**src/rtl/sonar_pkg.sv**
```systemverilog
// Shared encodings and ASCII constants for the sonar frame receiver.
// Both receiver and parser state codes are visible on debug ports.
package sonar_pkg;

   typedef enum logic [2:0] {
      RX_IDLE   = 3'd0,
      RX_START  = 3'd1,
      RX_DATA   = 3'd2,
      RX_PARITY = 3'd3,
      RX_STOP   = 3'd4
   } rx_state_t;

   typedef enum logic [3:0] {
      P_SYNC = 4'd0,
      P_A2   = 4'd1,
      P_A1   = 4'd2,
      P_A0   = 4'd3,
      P_SEP  = 4'd4,
      P_D2   = 4'd5,
      P_D1   = 4'd6,
      P_D0   = 4'd7,
      P_END  = 4'd8
   } parse_state_t;

   localparam logic [6:0]  ASCII_DIGIT_BASE = 7'h30;
   localparam logic [6:0]  SEP_CHAR_DEF     = 7'h2C;
   localparam logic [6:0]  END_CHAR_DEF     = 7'h23;
   localparam int unsigned FRAME_LEN        = 8;
   localparam int unsigned DATA_BITS        = 7;

   function automatic logic is_digit(input logic [6:0] c);
      return (c >= ASCII_DIGIT_BASE) && (c <= ASCII_DIGIT_BASE + 7'd9);
   endfunction

endpackage

```
**src/rtl/rx_serial_7O1.sv**
```systemverilog
// 7O1 UART receiver: 2-flop synchroniser, mid-bit sampling, odd parity check.
// dado_valido and the error flags are one-cycle pulses issued after the stop sample.
module rx_serial_7O1
   import sonar_pkg::*;
#(
   parameter int unsigned CLKS_PER_BIT = 434
) (
   input  logic       clock,
   input  logic       reset,
   input  logic       rx,
   output logic [6:0] dado,
   output logic       dado_valido,
   output logic       erro_paridade,
   output logic       erro_parada,
   output logic [2:0] db_estado
);

   localparam int unsigned CW   = $clog2(CLKS_PER_BIT);
   localparam int unsigned HALF = CLKS_PER_BIT / 2;

   rx_state_t     state_q, state_d;
   logic [CW-1:0] cnt_q, cnt_d;
   logic [2:0]    bit_q, bit_d;
   logic [6:0]    shreg_q, shreg_d;
   logic          par_q, par_d;
   logic          hold_q, hold_d;
   logic          valid_q, valid_d;
   logic          perr_q, perr_d;
   logic          ferr_q, ferr_d;
   logic          rx_meta_q, rx_sync_q;
   logic          tick_half, tick_full;

   assign tick_half = (cnt_q == CW'(HALF - 1));
   assign tick_full = (cnt_q == CW'(CLKS_PER_BIT - 1));

   always_ff @(posedge clock or negedge reset) begin
      if (!reset) begin
         rx_meta_q <= 1'b1;
         rx_sync_q <= 1'b1;
         state_q   <= RX_IDLE;
         cnt_q     <= '0;
         bit_q     <= '0;
         shreg_q   <= '0;
         par_q     <= 1'b0;
         hold_q    <= 1'b0;
         valid_q   <= 1'b0;
         perr_q    <= 1'b0;
         ferr_q    <= 1'b0;
      end else begin
         rx_meta_q <= rx;
         rx_sync_q <= rx_meta_q;
         state_q   <= state_d;
         cnt_q     <= cnt_d;
         bit_q     <= bit_d;
         shreg_q   <= shreg_d;
         par_q     <= par_d;
         hold_q    <= hold_d;
         valid_q   <= valid_d;
         perr_q    <= perr_d;
         ferr_q    <= ferr_d;
      end
   end

   always_comb begin
      state_d = state_q;
      cnt_d   = cnt_q + CW'(1);
      bit_d   = bit_q;
      shreg_d = shreg_q;
      par_d   = par_q;
      hold_d  = hold_q;
      valid_d = 1'b0;
      perr_d  = 1'b0;
      ferr_d  = 1'b0;
      case (state_q)
         RX_IDLE: begin
            cnt_d = '0;
            // after a framing error the line must be seen high before a new start
            if (rx_sync_q)   hold_d  = 1'b0;
            else if (!hold_q) state_d = RX_START;
         end
         RX_START: begin
            if (tick_half) begin
               cnt_d   = '0;
               bit_d   = '0;
               state_d = rx_sync_q ? RX_IDLE : RX_DATA;
            end
         end
         RX_DATA: begin
            if (tick_full) begin
               cnt_d   = '0;
               shreg_d = {rx_sync_q, shreg_q[6:1]};
               if (bit_q == 3'(DATA_BITS - 1)) state_d = RX_PARITY;
               else                            bit_d   = bit_q + 3'd1;
            end
         end
         RX_PARITY: begin
            if (tick_full) begin
               cnt_d   = '0;
               par_d   = rx_sync_q;
               state_d = RX_STOP;
            end
         end
         RX_STOP: begin
            if (tick_full) begin
               cnt_d   = '0;
               valid_d = 1'b1;
               perr_d  = ~(^{shreg_q, par_q});
               ferr_d  = ~rx_sync_q;
               hold_d  = ~rx_sync_q;
               state_d = RX_IDLE;
            end
         end
         default: state_d = RX_IDLE;
      endcase
   end

   assign dado          = shreg_q;
   assign dado_valido   = valid_q;
   assign erro_paridade = perr_q;
   assign erro_parada   = ferr_q;
   assign db_estado     = state_q;

endmodule

```
**src/rtl/sonar_frame_rx.sv**
```systemverilog
// Reassembles "AAA,DDD#" frames from the 7O1 stream into BCD angle/distance.
// pronto/erro are decoded from the registered character strobe, so they sit one cycle after the stop sample.
module sonar_frame_rx
   import sonar_pkg::*;
#(
   parameter int unsigned CLKS_PER_BIT = 434,
   parameter logic [6:0]  SEP_CHAR     = SEP_CHAR_DEF,
   parameter logic [6:0]  END_CHAR     = END_CHAR_DEF
) (
   input  logic        clock,
   input  logic        reset,
   input  logic        rx,
   output logic [11:0] angulo,
   output logic [11:0] distancia,
   output logic        pronto,
   output logic        erro,
   output logic [3:0]  db_estado,
   output logic [2:0]  db_rx_estado
);

   logic [6:0]   dado;
   logic         dado_valido, erro_paridade, erro_parada, char_err;
   parse_state_t state_q, state_d;
   logic [11:0]  sh_a_q, sh_a_d, sh_d_q, sh_d_d;
   logic [11:0]  ang_q, ang_d, dist_q, dist_d;
   logic         pronto_c, erro_c, fmt_bad, digit;

   rx_serial_7O1 #(.CLKS_PER_BIT(CLKS_PER_BIT)) u_rx (
      .clock         (clock),
      .reset         (reset),
      .rx            (rx),
      .dado          (dado),
      .dado_valido   (dado_valido),
      .erro_paridade (erro_paridade),
      .erro_parada   (erro_parada),
      .db_estado     (db_rx_estado)
   );

   assign char_err = erro_paridade | erro_parada;
   assign digit    = is_digit(dado);

   always_ff @(posedge clock or negedge reset) begin
      if (!reset) begin
         state_q <= P_SYNC;
         sh_a_q  <= '0;
         sh_d_q  <= '0;
         ang_q   <= '0;
         dist_q  <= '0;
      end else begin
         state_q <= state_d;
         sh_a_q  <= sh_a_d;
         sh_d_q  <= sh_d_d;
         ang_q   <= ang_d;
         dist_q  <= dist_d;
      end
   end

   always_comb begin
      state_d  = state_q;
      sh_a_d   = sh_a_q;
      sh_d_d   = sh_d_q;
      ang_d    = ang_q;
      dist_d   = dist_q;
      pronto_c = 1'b0;
      erro_c   = 1'b0;
      fmt_bad  = 1'b0;
      if (dado_valido) begin
         if (char_err) begin
            erro_c  = 1'b1;
            sh_a_d  = '0;
            sh_d_d  = '0;
            state_d = P_SYNC;
         end else begin
            case (state_q)
               P_SYNC: if (dado == END_CHAR) state_d = P_A2;
               P_A2:   if (digit) begin sh_a_d[11:8] = dado[3:0]; state_d = P_A1;  end else fmt_bad = 1'b1;
               P_A1:   if (digit) begin sh_a_d[7:4]  = dado[3:0]; state_d = P_A0;  end else fmt_bad = 1'b1;
               P_A0:   if (digit) begin sh_a_d[3:0]  = dado[3:0]; state_d = P_SEP; end else fmt_bad = 1'b1;
               P_SEP:  if (dado == SEP_CHAR) state_d = P_D2; else fmt_bad = 1'b1;
               P_D2:   if (digit) begin sh_d_d[11:8] = dado[3:0]; state_d = P_D1;  end else fmt_bad = 1'b1;
               P_D1:   if (digit) begin sh_d_d[7:4]  = dado[3:0]; state_d = P_D0;  end else fmt_bad = 1'b1;
               P_D0:   if (digit) begin sh_d_d[3:0]  = dado[3:0]; state_d = P_END; end else fmt_bad = 1'b1;
               P_END: begin
                  if (dado == END_CHAR) begin
                     ang_d    = sh_a_q;
                     dist_d   = sh_d_q;
                     pronto_c = 1'b1;
                     state_d  = P_A2;
                  end else begin
                     fmt_bad = 1'b1;
                  end
               end
               default: state_d = P_SYNC;
            endcase
            // a misplaced terminator still marks a frame boundary, so realign directly
            if (fmt_bad) begin
               erro_c  = 1'b1;
               sh_a_d  = '0;
               sh_d_d  = '0;
               state_d = (dado == END_CHAR) ? P_A2 : P_SYNC;
            end
         end
      end
   end

   assign angulo    = ang_q;
   assign distancia = dist_q;
   assign pronto    = pronto_c;
   assign erro      = erro_c;
   assign db_estado = state_q;

endmodule

```
**config.mk**
```make
export PLATFORM = sky130hd
export DESIGN_NAME = sonar_frame_rx
export DESIGN_NICKNAME = d
export VERILOG_FILES = /design/src/rtl/sonar_pkg.sv /design/src/rtl/rx_serial_7O1.sv /design/src/rtl/sonar_frame_rx.sv
export SDC_FILE = /design/constraint.sdc
export NUM_CORES = 1
export LEC_CHECK = 0
export BUFFER_PORTS_ARGS = -buffer_cell sky130_fd_sc_hd__buf_4
export CORE_ASPECT_RATIO = 0.6
export CORE_UTILIZATION = 25
export CTS_BUF_LIST = sky130_fd_sc_hd__clkbuf_4 sky130_fd_sc_hd__clkbuf_8
export DETAILED_ROUTE_END_ITERATION = 16
export GPL_TIMING_DRIVEN = 1
export PLACE_DENSITY_LB_ADDON = 0.1
export SYNTH_ARGS = -nofsm -noshare
export SYNTH_HDL_FRONTEND = slang
export SYNTH_SLANG_ARGS = --single-unit
```
**constraint.sdc**
```tcl
create_clock -name clock -period 5.6 [get_ports clock]
set_clock_uncertainty 0.1 [all_clocks]
set_input_delay 0.28 -clock clock [delete_from_list [all_inputs] [get_ports clock]]
set_output_delay 0.28 -clock clock [all_outputs]
set_load 0.02 [all_outputs]
```
==> results.yml <==
outcome:
  status: "finished, violations left"
  violations: "negative hold slack"
yosys:
  syn_avg_cell_area_um2: 11.7
  synth_area_leader_cell: "dfrtp_1"
  synthAdderAreaFrac_pct: 2.97
  synth_top_area_share_pct: 52.1
  synth_cell_type_count: 58
  synth_async_sr_flop_share_pct: 100
  synthSimpleGateAreaFrac_pct: 13.3
  ys_seq_elements: 81
  seq_area_frac_synth_pct: 53.5
  synth_top_family_by_area: "compound AO/OA/AOI/OAI gates"
  synthFlopType: "dfrtp_1"
  netlist_area_um2: 3790
  yosys_warnings: 0
  synth_edf_count: 0
  postSynthCellCount: 325
  synth_compound_area_share_pct: 13.9
  synth_xor_area_share_pct: 2.54
  synth_area_leaders: "dfrtp_1, mux2_2, a32o_1"
  syn-num-nets: 337
  yosys-mux-area-fraction_pct: 9.47
timing:
  min_period_ns: 3.34
  drv_slew: 0
  finalCritPeriodShare_pct: 59.7
  rsz0062_at_grt: "no"
  hold_viol: 11
  hold_ws_ns: -0.0179
  fin_setup_tns_ns: 0
  slew_headroom_pct: 29.7
  setup_viol: 0
  fmax_mhz: 299
  max_slew.worst_pin.slew_ns: 1.05
cts:
  cts_max_level: 3
  path_clk_slew_ns: 0.10
  numCtsBuffers: 9
  clkLatencyLatePin_ns: 0.36
  cts_buffer_depth: 2
  clock-root-buffer: "clkbuf_8"
  cts_tree: "yes"
  cts.sinks: 81
routing:
  num_vias: 2558
  wl_per_cell_um: 15.4
  drcViolationCount: 0
  first_pass_iters: 4
  postRouteWirelength_um: 8650
  drt_iter0_drc: 125
  postRouteAntennaNets: 0
  vias_per_cell: 4.56
power:
  p_sw_share_pct: 24.9
  p_int_uw: 758
  clkPwrFrac_pct: 40.5
  p_sw_uw: 251
  p_seq_share_pct: 58.2
  max-vdd-ir-drop_uv: 90.8
  powerDensity_nw_per_um2: 228
  p_leak_nw: 2.02
  power_frac_comb_pct: 1.3
cells_and_area:
  n_antenna_cell: 0
  layout_common_cells: "dfrtp_1, buf_4, mux2_2"
  final_common_cell: "dfrtp_1"
  nFillCells: 1522
  drive_gt1_share_pct: 29.2
  fin_nets: 370
  syn2layout_area_growth_pct: 16.5
run:
  drv_cap: 0
critical_path:
  required_ns: 5.22
  startpoint: "u_rx.dado[3]$_DFFE_PN0P_"
  startpoint_type: "register"
  critPathCaptureType: "output port"
  worstSetupPathType: "reg -> out"
  ff2ff_path_depth: 5
  r2r_slack_ns: 2.62
  worstPathArrival_ns: 2.96
  r2r-start: "u_rx.dado[3]$_DFFE_PN0P_"
  critPathCapture: "erro"
  r2r-end: "sh_a_q[6]$_DFFE_PN0P_"
  critPathMaxFanout: 11
grt:
  grt_use_total_pct: 12.1
  grt_max_degree: 82
  grt_overflow_total: 0
  grt_pass1_wl_um: 14700
  grt_pass1_vias: 2571
  antenna_found_initial: 0
placement:
  dpl.hpwl_um: 5980
  portBuffers: 35
  place.gp.congestion: 0.777
die:
  fp.dieH_um: 97.4
  die_area_um2: 15700
  dieWidth_um: 161
  num_io_pins: 36
  coreArea_um2: 14600
  rows: 34
  start_util_pct: 25.9
min_path:
  min_path_type: "in -> async"
-- area by class of cell --
cell class	count	area [um^2]	share of cell area [%]
Clock buffer	9	124	2.80
Inverter	17	63.8	1.44
Multi-Input combinational cell	211	1610	36.4
Sequential cell	81	2030	45.9
Clock inverter	7	60.1	1.36
Timing Repair Buffer	38	288	6.51
Tap cell	198	248	5.61
-- power by group through the flow --
stage          registers (mW)  logic (mW)  clock network (mW)
2_1_floorplan           0.598    0.000319                   0
3_3_place_gp            0.598      0.0140                   0
3_5_place_dp            0.598      0.0139                   0
4_1_cts                 0.587      0.0145               0.435
5_1_grt                 0.587      0.0161               0.459
6_report                0.587      0.0131               0.409
-- layer usage --
metal	track usage [%]	share of wire (%)	vias up
met5	0	0	-
met1	19.0	57	1263
met4	3.63	1.1	0
met3	3.16	3.3	9
met2	15.7	39	41
li1	-	-	1245
-- logic make-up (layout without fill, tap and decap cells) --
group                    count (synthesis)  after routing
buffers and inverters                   33             71
adder cells (fa/ha/maj)                  9              9
XOR/XNOR                                11             11
flip-flops                              81             81
AND/OR/NAND/NOR                         96             96
multiplexers                            32             32
AO/OA/AOI/OAI                           63             63
-- state kept, by name, summed over array words and instances (netlist names) --
register / cells
u_rx.erro_parada: 1
angulo: 12
distancia: 12
u_rx.cnt_q: 9
sh_d_q: 12
u_rx.erro_paridade: 1
u_rx.db_estado: 3
u_rx.rx_sync_q: 1
u_rx.hold_q: 1
u_rx.par_q: 1
sh_a_q: 12
u_rx.rx_meta_q: 1
u_rx.bit_q: 3
db_estado: 4
u_rx.dado_valido: 1
u_rx.dado: 7
-- worst min path at each step --
stage / to / slack, ns
finish: u_rx.cnt_q[3]$_DFF_PN0_ / -0.02
global route: u_rx.cnt_q[3]$_DFF_PN0_ / 0.07
CTS: u_rx.dado[2]$_DFFE_PN0P_ / 0.04
detailed placement: u_rx.rx_sync_q$_DFF_PN1_ / 0.25
global placement: u_rx.rx_sync_q$_DFF_PN1_ / 0.25
floorplan: angulo[0]$_DFFE_PN0P_ / -0.12
-- worst max-delay path, stage by stage, from the launching register on --
cell and delay, ns:
dfrtp_1 0.56, or4b_4 0.56, or2_0 0.35, a2111o_1 0.50
a21o_4 0.27, and2_2 0.20, buf_4 0.15
-- Yosys cell counts (all sizes together), types with 2 or more instances --
library cell,instances
a21oi,3
a32o,16
a22o,4
nor2b,4
nand2,22
clkbuf,6
a21o,3
nand3,6
xnor2,8
o21ai,18
or2,3
o32ai,2
nor4bb,3
buf,10
nor2,25
dfstp,2
mux2,31
o22ai,3
ha,9
inv,17
and3,3
nor3,16
nor4,2
nand3b,2
dfrtp,79
xor2,3
nand2b,3
-- metrics by stage --
stage | worst slack (ns) | total power, mW | instance area, um^2 | utilization [%] | instances
5_1_grt | 2.11 | 1.06 | 4420 | 30.2 | 561
3_3_place_gp | 2.63 | 0.612 | 4230 | 28.9 | 544
3_5_place_dp | 2.64 | 0.612 | 4230 | 28.9 | 544
4_1_cts | 2.22 | 1.04 | 4420 | 30.2 | 561
6_report | 2.26 | 1.01 | 4420 | 30.2 | 561
2_1_floorplan | 2.95 | 0.598 | 3790 | - | 325
-- timing repair --
item | CTS | global route
setup buffers | 0 | 0
hold buffers | 1 | 0
resized for setup | 0 | 0
endpoints found under the hold margin | 1 | 0
(Power assumes the default switching activity.)
